--- config.mk ---
export PLATFORM = sky130hd
export DESIGN_NAME = rgbd_frame_streamer
export DESIGN_NICKNAME = d
export VERILOG_FILES = /design/src/rtl/rgbd_frame_streamer.sv
export SDC_FILE = /design/constraint.sdc
export NUM_CORES = 1
export LEC_CHECK = 0
export BUFFER_PORTS_ARGS = -buffer_cell sky130_fd_sc_hd__buf_4
export CAP_MARGIN = 10
export CORE_UTILIZATION = 55
export CTS_CLUSTER_DIAMETER = 200
export DETAILED_ROUTE_END_ITERATION = 10
export HOLD_SLACK_MARGIN = 0.08
export PLACE_DENSITY = 0.74
export SLEW_MARGIN = 20
export SYNTH_ARGS = -nofsm -noshare
export SYNTH_HDL_FRONTEND = slang
export SYNTH_SLANG_ARGS = --single-unit
--- constraint.sdc ---
create_clock -name i_clk -period 7.49 [get_ports i_clk]
set_input_delay 1.498 -clock i_clk [delete_from_list [all_inputs] [get_ports i_clk]]
set_output_delay 1.498 -clock i_clk [all_outputs]
set_load 0.005 [all_outputs]
--- src/rtl/rgbd_frame_streamer.sv ---
// Raster RGB-D frame streamer: fetches one frame from an in-order, variable-latency read port
// and emits it with frame_start/frame_end flags. Optional depth gating: RGBD_STREAM_DEPTH_GATE_EN.
module rgbd_frame_streamer #(
  parameter int unsigned ADDR_BW       = 20,
  parameter int unsigned FIFO_DEPTH    = 8,
  parameter int unsigned H_SIZE_BW     = 12,
  parameter int unsigned V_SIZE_BW     = 12,
  parameter int unsigned DATA_RGB_BW   = 24,
  parameter int unsigned DATA_DEPTH_BW = 16,
  parameter int unsigned MIN_DEPTH     = 100,
  parameter int unsigned MAX_DEPTH     = 4000
) (
  input  logic                                   i_clk,
  input  logic                                   i_rst_n,
  input  logic                                   i_start,
  input  logic [H_SIZE_BW-1:0]                   r_hsize,
  input  logic [V_SIZE_BW-1:0]                   r_vsize,
  input  logic [ADDR_BW-1:0]                     r_base_addr,
  output logic                                   o_rd_req,
  output logic [ADDR_BW-1:0]                     o_rd_addr,
  input  logic                                   i_rd_ready,
  input  logic                                   i_rd_valid,
  input  logic [DATA_RGB_BW+DATA_DEPTH_BW-1:0]   i_rd_data,
  output logic                                   o_frame_start,
  output logic                                   o_frame_end,
  output logic                                   o_valid,
  output logic [DATA_RGB_BW-1:0]                 o_data0,
  output logic [DATA_DEPTH_BW-1:0]               o_depth0,
  output logic                                   o_busy
);
  localparam int unsigned PW = $clog2(FIFO_DEPTH);
  localparam int unsigned CW = PW + 1;
  localparam int unsigned DW = DATA_RGB_BW + DATA_DEPTH_BW;
`ifdef RGBD_STREAM_DEPTH_GATE_EN
  localparam bit GATE_EN = 1'b1;
`else
  localparam bit GATE_EN = 1'b0;
`endif

  typedef enum logic [1:0] {S_IDLE, S_REQ, S_DRAIN} state_t;

  state_t                   r_state;
  logic [H_SIZE_BW-1:0]     r_hs, r_req_x, r_out_x;
  logic [V_SIZE_BW-1:0]     r_vs, r_req_y, r_out_y;
  logic [ADDR_BW-1:0]       r_rd_addr;
  logic [CW-1:0]            r_infl, r_cnt;
  logic [PW-1:0]            r_wp, r_rp;
  logic [DW-1:0]            r_mem [FIFO_DEPTH];
  logic                     r_valid, r_fs, r_fe;
  logic [DATA_RGB_BW-1:0]   r_rgb;
  logic [DATA_DEPTH_BW-1:0] r_dep;

  logic [CW-1:0]            w_credit;
  logic                     w_req, w_acc, w_req_xl, w_req_yl;
  logic                     w_rd, w_byp, w_wr, w_pop, w_out_xl, w_out_yl;
  logic [DW-1:0]            w_pix;
  logic [DATA_DEPTH_BW-1:0] w_pix_dep, w_dep;

  assign w_credit = CW'(FIFO_DEPTH) - r_cnt - r_infl;
  assign w_req    = (r_state == S_REQ) && (w_credit != '0);
  assign w_acc    = w_req && i_rd_ready;
  assign w_req_xl = (r_req_x == r_hs - H_SIZE_BW'(1));
  assign w_req_yl = (r_req_y == r_vs - V_SIZE_BW'(1));

  // A return arriving into an empty buffer bypasses storage so it reaches the outputs next cycle.
  assign w_rd      = (r_cnt != '0);
  assign w_byp     = i_rd_valid && !w_rd;
  assign w_wr      = i_rd_valid && w_rd;
  assign w_pop     = w_rd || w_byp;
  assign w_pix     = w_rd ? r_mem[r_rp] : i_rd_data;
  assign w_pix_dep = w_pix[DATA_DEPTH_BW-1:0];
  assign w_out_xl  = (r_out_x == r_hs - H_SIZE_BW'(1));
  assign w_out_yl  = (r_out_y == r_vs - V_SIZE_BW'(1));

  always_comb begin
    w_dep = w_pix_dep;
    if (GATE_EN && ((w_pix_dep <= DATA_DEPTH_BW'(MIN_DEPTH)) ||
                    (w_pix_dep >= DATA_DEPTH_BW'(MAX_DEPTH))))
      w_dep = '0;
  end

  always_ff @(posedge i_clk or negedge i_rst_n) begin
    if (!i_rst_n) begin
      r_state   <= S_IDLE;
      r_hs      <= '0;
      r_vs      <= '0;
      r_rd_addr <= '0;
      r_req_x   <= '0;
      r_req_y   <= '0;
    end else begin
      case (r_state)
        S_IDLE: if (i_start) begin
          r_hs      <= r_hsize;
          r_vs      <= r_vsize;
          r_rd_addr <= r_base_addr;
          r_req_x   <= '0;
          r_req_y   <= '0;
          r_state   <= S_REQ;
        end
        S_REQ: if (w_acc) begin
          r_rd_addr <= r_rd_addr + ADDR_BW'(1);
          r_req_x   <= w_req_xl ? '0 : r_req_x + H_SIZE_BW'(1);
          if (w_req_xl) r_req_y <= w_req_yl ? '0 : r_req_y + V_SIZE_BW'(1);
          if (w_req_xl && w_req_yl) r_state <= S_DRAIN;
        end
        S_DRAIN: if (r_fe) r_state <= S_IDLE;
        default: r_state <= S_IDLE;
      endcase
    end
  end

  always_ff @(posedge i_clk or negedge i_rst_n) begin
    if (!i_rst_n) begin
      r_infl <= '0;
      r_cnt  <= '0;
      r_wp   <= '0;
      r_rp   <= '0;
    end else begin
      case ({w_acc, i_rd_valid})
        2'b10:   r_infl <= r_infl + CW'(1);
        2'b01:   r_infl <= r_infl - CW'(1);
        default: r_infl <= r_infl;
      endcase
      case ({w_wr, w_rd})
        2'b10:   r_cnt <= r_cnt + CW'(1);
        2'b01:   r_cnt <= r_cnt - CW'(1);
        default: r_cnt <= r_cnt;
      endcase
      if (w_wr) r_wp <= r_wp + PW'(1);
      if (w_rd) r_rp <= r_rp + PW'(1);
    end
  end

  always_ff @(posedge i_clk) begin
    if (w_wr) r_mem[r_wp] <= i_rd_data;
  end

  always_ff @(posedge i_clk or negedge i_rst_n) begin
    if (!i_rst_n) begin
      r_out_x <= '0;
      r_out_y <= '0;
      r_valid <= 1'b0;
      r_fs    <= 1'b0;
      r_fe    <= 1'b0;
      r_rgb   <= '0;
      r_dep   <= '0;
    end else begin
      r_valid <= w_pop;
      r_fs    <= w_pop && (r_out_x == '0) && (r_out_y == '0);
      r_fe    <= w_pop && w_out_xl && w_out_yl;
      if (w_pop) begin
        r_rgb   <= w_pix[DW-1:DATA_DEPTH_BW];
        r_dep   <= w_dep;
        r_out_x <= w_out_xl ? '0 : r_out_x + H_SIZE_BW'(1);
        if (w_out_xl) r_out_y <= w_out_yl ? '0 : r_out_y + V_SIZE_BW'(1);
      end
    end
  end

  assign o_rd_req      = w_req;
  assign o_rd_addr     = r_rd_addr;
  assign o_valid       = r_valid;
  assign o_frame_start = r_fs;
  assign o_frame_end   = r_fe;
  assign o_data0       = r_rgb;
  assign o_depth0      = r_dep;
  assign o_busy        = (r_state != S_IDLE);
endmodule

======== Word-level counts from Yosys, hierarchy flattened ========
Memory sizes are Yosys's and may differ from the RTL's.
Cells that the tools add are included.
storage, ports and cells
  bits in registers ....................... 151
  memory bits (writable) .................. 320
  input port bits ......................... 89
  memories kept ........................... 1
memories
  memory  depth  bits a word  read ports  clocked after Yosys merged registers in  write ports  RTL line  text
  r_mem   8      40           1           0                                        1            48        logic [DW-1:0] r_mem [FIFO_DEPTH];
operators by class
  add/subtract/negate cells ............... 15
  equal/unequal tests ..................... 15
  mux-type cells .......................... 23
  reduce and logical (&&, ||, !) cells .... 25
operators with widths
  kind                                                                  count
  12-bit 2-to-1 mux                                                     8
  12-bit by 1-bit adder with 12-bit output, second input constant       4
  12-bit == test                                                        4
  12-bit case mux with 2 select lines                                   2
  20-bit 2-to-1 mux                                                     2
  40-bit 2-to-1 mux                                                     1
  20-bit case mux with 2 select lines                                   1
  12-bit logical NOT                                                    2
  12-bit by 1-bit subtractor with 12-bit output, second input constant  2
  20-bit by 1-bit adder with 20-bit output, second input constant       1
  4-bit case mux with 2 select lines                                    2
  1-bit logical AND                                                     9
  4-bit by 1-bit adder with 4-bit output, second input constant         2
  2-bit 2-to-1 mux                                                      4
  2-bit != test, second input constant                                  4
  4-bit AND reduction                                                   2
  2-bit nonzero test                                                    4
  4-bit nonzero test                                                    2
  4-bit by 1-bit subtractor with 4-bit output, second input constant    2
  3-bit by 1-bit adder with 3-bit output, second input constant         2
  2-bit by 1-bit == test with 1-bit output, second input constant       3
  2-bit == test, second input constant                                  3
  2-bit case mux with 3 select lines                                    1
  2-bit AND reduction                                                   2
  other kinds (8)                                                       9

======== Longest topological paths before layout ========
  word-level depth ........................ 7
  mapped depth ............................ 14
  mapped depth without buffers ............ 14

======== Least setup slack after synthesis ========
OpenSTA, ideal clock, no wires.
  kind .................................... input -> register
  start point ............................. input i_rd_valid
  end point ............................... memory r_mem[0][0] (netlist name), enable pin
  library setup time ...................... 0.537 ns
  data arrival time ....................... 5.707 ns
  required time ........................... 6.953 ns
  setup slack ............................. 1.246 ns
  stages on the path ...................... 3
  path buffers ............................ 1
  cells stage by stage .................... clkbuf_1 > nand2_1 > nor4_1
between the ends
  word-level cells in the longest chain between the ends .. 3
RTL lines
  item                                    RTL line  text
  from (decl)                             22        input logic i_rd_valid,
  1-bit logical AND                       68        assign w_wr = i_rd_valid && w_rd;
  1-bit 2-to-1 mux                        135       if (w_wr) r_mem[r_wp] <= i_rd_data;
  1-bit 2-to-1 mux (implied by the code)  135
  to (decl)                               48
Every way passes these cells.

======== Worst setup path in the final report ========
  start point ............................. register r_cnt[1]
  end point ............................... output o_rd_req
between the ends
  word-level cells in the longest chain between the ends .. 4
RTL lines
  item                           RTL line  text
  from (decl)                    46        logic [CW-1:0] r_infl, r_cnt;
  from (signal assigned)         125       2'b10: r_cnt <= r_cnt + CW'(1);
  from (signal assigned)         126       2'b01: r_cnt <= r_cnt - CW'(1);
  from (signal assigned)         127       default: r_cnt <= r_cnt;
  4-bit subtractor (2 in a row)  59        assign w_credit = CW'(FIFO_DEPTH) - r_cnt - r_infl;
  4-bit nonzero test             60        assign w_req = (r_state == S_REQ) && (w_credit != '0);
  1-bit logical AND              60
  to (decl)                      19        output logic o_rd_req,
Every way passes these cells.

==> metrics.md <==
| Metric | Value |
|---|---|
| Cell Rows | `70` |
| Drt pass-1 iters | `5` |
| Met2 Use GR | `0.4215` |
| Max_slew headroom | `0.2989` |
| Final setup viols | `0` |
| Crit path max fanout | `5` |
| # DRC | `0` |
| Clock slew at reported path FFs | `about 0.060 ns` |
| Grt ovf | `0` |
| Routed len/inst | `approximately 22 um` |
| Most common cell after layout, fill and taps aside | `edfxtp_1` |
| DR iter-0 viols | `847` |
| Die ar. | `roughly 0.039 mm2` |
| Buffers on Ports | `roughly 150` |
| Max stage delay on crit path | `0.43 ns` |
| Die height | `196.7 um` |
| Final core utilization | `0.6547` |
| Cts-stage hold buffer count | `0` |
| Cells along the critical path | `ha_1, inv_1, ha_1, fa_1, or3_1, o21a_1, buf_4` |
| Via count | `between 10,000 and 15,000` |
| CTS Buf Count | `47` |
| Arr. time, crit path | `2.69 ns` |
| Initial Utilization | `0.5643` |
| Share of layout cells above drive strength 1 | `0.2135` |
| Syn. warnings | `0` |
| GR Util met3 | `0.04774` |
| Final #Nets | `1,736` |
| Setup CP Type | `flip-flop to output pin` |
| Syn_area_per_cell | `14.01 um2` |
| Unrepaired setup endpoints after global routing | `no` |
| DRT antenna net count | `0` |
| Clock latency on the worst-skew pair | `0.59 ns` |
| Post-Syn Area | `0.02086 mm2` |
| Post-Syn Nets | `around 1,600` |
| Vias in the first global route | `13,240` |
| Die Wd | `around 200 um` |
| PostCTS Resize Cnt | `0` |
| Worst Path Required | `5.99 ns` |
| Clock skew | `0.01351 ns` |
| Synthesis-stage register bit count | `between 400 and 500` |
| CTS root buf | `clkbuf_16` |
| Area Overhead vs Synth | `16.02%` |
| Crit path launch | `r_cnt[1]$_DFFE_PN0P_` |
| DP Wirelength | `28,200 um` |
| Met1 usage | `0.3340` |
| Endpoints failing hold | `0` |
| Io pins | `between 150 and 200` |
| Asr flop ratio synth | `0.3206` |
| Pleak | `9.035 nW` |
| Total power | `8.388 mW` |
| CTS Buffer Depth | `3` |
| CP most frequent cell | `ha_1` |
| H-Tree Depth | `2` |
| PD cells | `between 300 and 400 mW/mm2` |
| First-pass GRT wire length | `74,260 um` |
| Setup bufs post-CTS | `0` |
| Synth Instances | `1,489` |
| Netlist cell types | `67` |
| Synth Flop Type | `edfxtp_1` |
| DRT Wirelength | `47,040 um` |
| Antenna Cells | `0` |
| Min Tclk post-route | `roughly 4.2 ns` |
| Core box area | `between 0.03 and 0.04 mm2` |
| Vias/cell | `6.056` |
| F_max | `roughly 240 MHz` |
| CTS sink cnt | `471` |
| Startpoint Class | `flip-flop` |
| Crit-path slowest cell | `dfrtp_1` |
| CTS tree | `yes` |
| Worst VDD drop | `~260 uV` |
| Slew @ Worst Pin | `approximately 1.1 ns` |
| Final setup margin | `3.304 ns` |
| Initial antenna violation count | `1` |
| GR Util All Layers | `0.2502` |
| Critical path endpoint category | `output pin` |
| Global route hottest layer | `met2` |
| Highest-count cells in the layout ignoring fill and taps | `320 x edfxtp_1, 176 x buf_4, 148 x dfrtp_1` |
| Gp weighted congestion | `0.8965` |
| Status | `complete, no violations` |
| EDFF count, synth | `320` |
| Fin crit share | `0.5588` |
| Reg2reg start | `r_cnt[1]$_DFFE_PN0P_` |
| Largest net degree at the start of global routing | `85` |
| Worst hold path startpoint | `r_infl[3]$_DFFE_PN0P_` |
| MaxCap Viol Count | `0` |
| TNS Setup | `0 ns` |
| Slew Limit Fails | `0` |
| Min-delay worst type | `flip-flop to flip-flop` |
| Place WS | `2.925 ns` |
| Sequential-to-total area share from yosys stat | `0.6419` |
| Final hold slack | `about 0.5 ns` |
where the power goes:
group	total, mW	switching [mW]	leakage (nW)	internal (mW)
logic	2.20	1.07	3.51	1.12
registers	3.68	0.408	4.71	3.27
clock network	2.51	1.01	0.813	1.50
total	8.39	2.49	9.04	5.90
layer usage:
metal	vias up	routed length (um)
li1	5923	-
met1	6674	19550
met2	451	23420
met3	74	3076
met4	2	974
met5	-	17
area by class of cell:
class / count / area (um2)
Clock inverter: 20 / 324.1
Fill cell: 2569 / 12760
Timing Repair Buffer: 177 / 1333
Tap cell: 504 / 630.6
Multi-Input combinational cell: 893 / 7039
Inverter: 34 / 127.6
Clock buffer: 68 / 1346
Sequential cell: 471 / 13400
cells in the mapped netlist, drive strengths merged, types with 4 or more instances:
cell	n	area (um2)
edfxtp	320	9609
dfrtp	151	3779
nand2	120	450.4
mux4	80	1802
a21oi	77	385.4
clkbuf	72	270.3
o21ai	71	355.3
nor2	67	251.5
xnor2	49	429.2
nand3	46	230.2
nor2b	46	287.8
a211oi	43	322.8
mux2i	42	420.4
inv	34	127.6
xor2	31	271.5
nor3	24	136.4
ha	20	250.2
buf	19	91.34
nand4	16	100.1
nor4	15	93.84
or3	14	92.59
o311ai	13	113.9
a31oi	11	68.82
nand2b	11	68.82
and3	9	56.30
and2	8	50.05
nand3b	7	52.55
a21o	5	37.54
and4	5	43.79
nor3b	5	37.54
o211ai	5	37.54
or4	5	41.29
a22oi	4	30.03
o22ai	4	25.02
o31ai	4	35.03
critical path, delay by kind of cell, from the launching register on:
family | cells | cell delay [ns]
adders and majority gates | 3 | 0.91
buffers and inverters | 2 | 0.20
AOI/OAI and AO/OA | 1 | 0.23
DFF | 1 | 0.43
and+or+nand+nor | 1 | 0.33
logic make-up after synthesis:
kind of cell | Yosys count | synth area share
DFF | 471 | 0.6419
and+or+nand+nor | 406 | 0.09887
AOI/OAI and AO/OA | 257 | 0.07637
buffers and inverters | 125 | 0.02346
muxes | 124 | 0.1076
xor gates and xnor gates | 83 | 0.03684
adders and majority gates | 23 | 0.01488
flip-flops by register name (all words and copies together), names as in the netlist, 12 cells and up:
name       flops
r_mem        320
o_data0       24
o_rd_addr     20
o_depth0      16
r_hs          12
r_out_x       12
r_out_y       12
r_req_x       12
r_req_y       12
r_vs          12
worst paths after layout:
kind	slack [ns]	end	depth (start not counted)
setup / recovery	3.30	o_rd_req	7
hold / removal	0.49	r_infl[3]$_DFFE_PN0P_	1
setup reg to reg	3.36	r_req_y[3]$_DFFE_PN0P_	10
hold reg to reg	0.49	r_infl[3]$_DFFE_PN0P_	1
max in group asynchronous	4.99	o_data0[6]$_DFFE_PN0P_	2
min in group asynchronous	0.99	r_vs[1]$_DFFE_PN0P_	1
metrics by stage:
| step | area [um2] | cells |
|---|---|---|
| 2_1_floorplan | 20860 | 1489 |
| 3_3_place_gp | 22530 | 2079 |
| 3_5_place_dp | 22530 | 2079 |
| 4_1_cts | 24200 | 2167 |
| 5_1_grt | 24200 | 2167 |
| 6_report | 24200 | 2167 |
(Power assumes the default switching activity.)
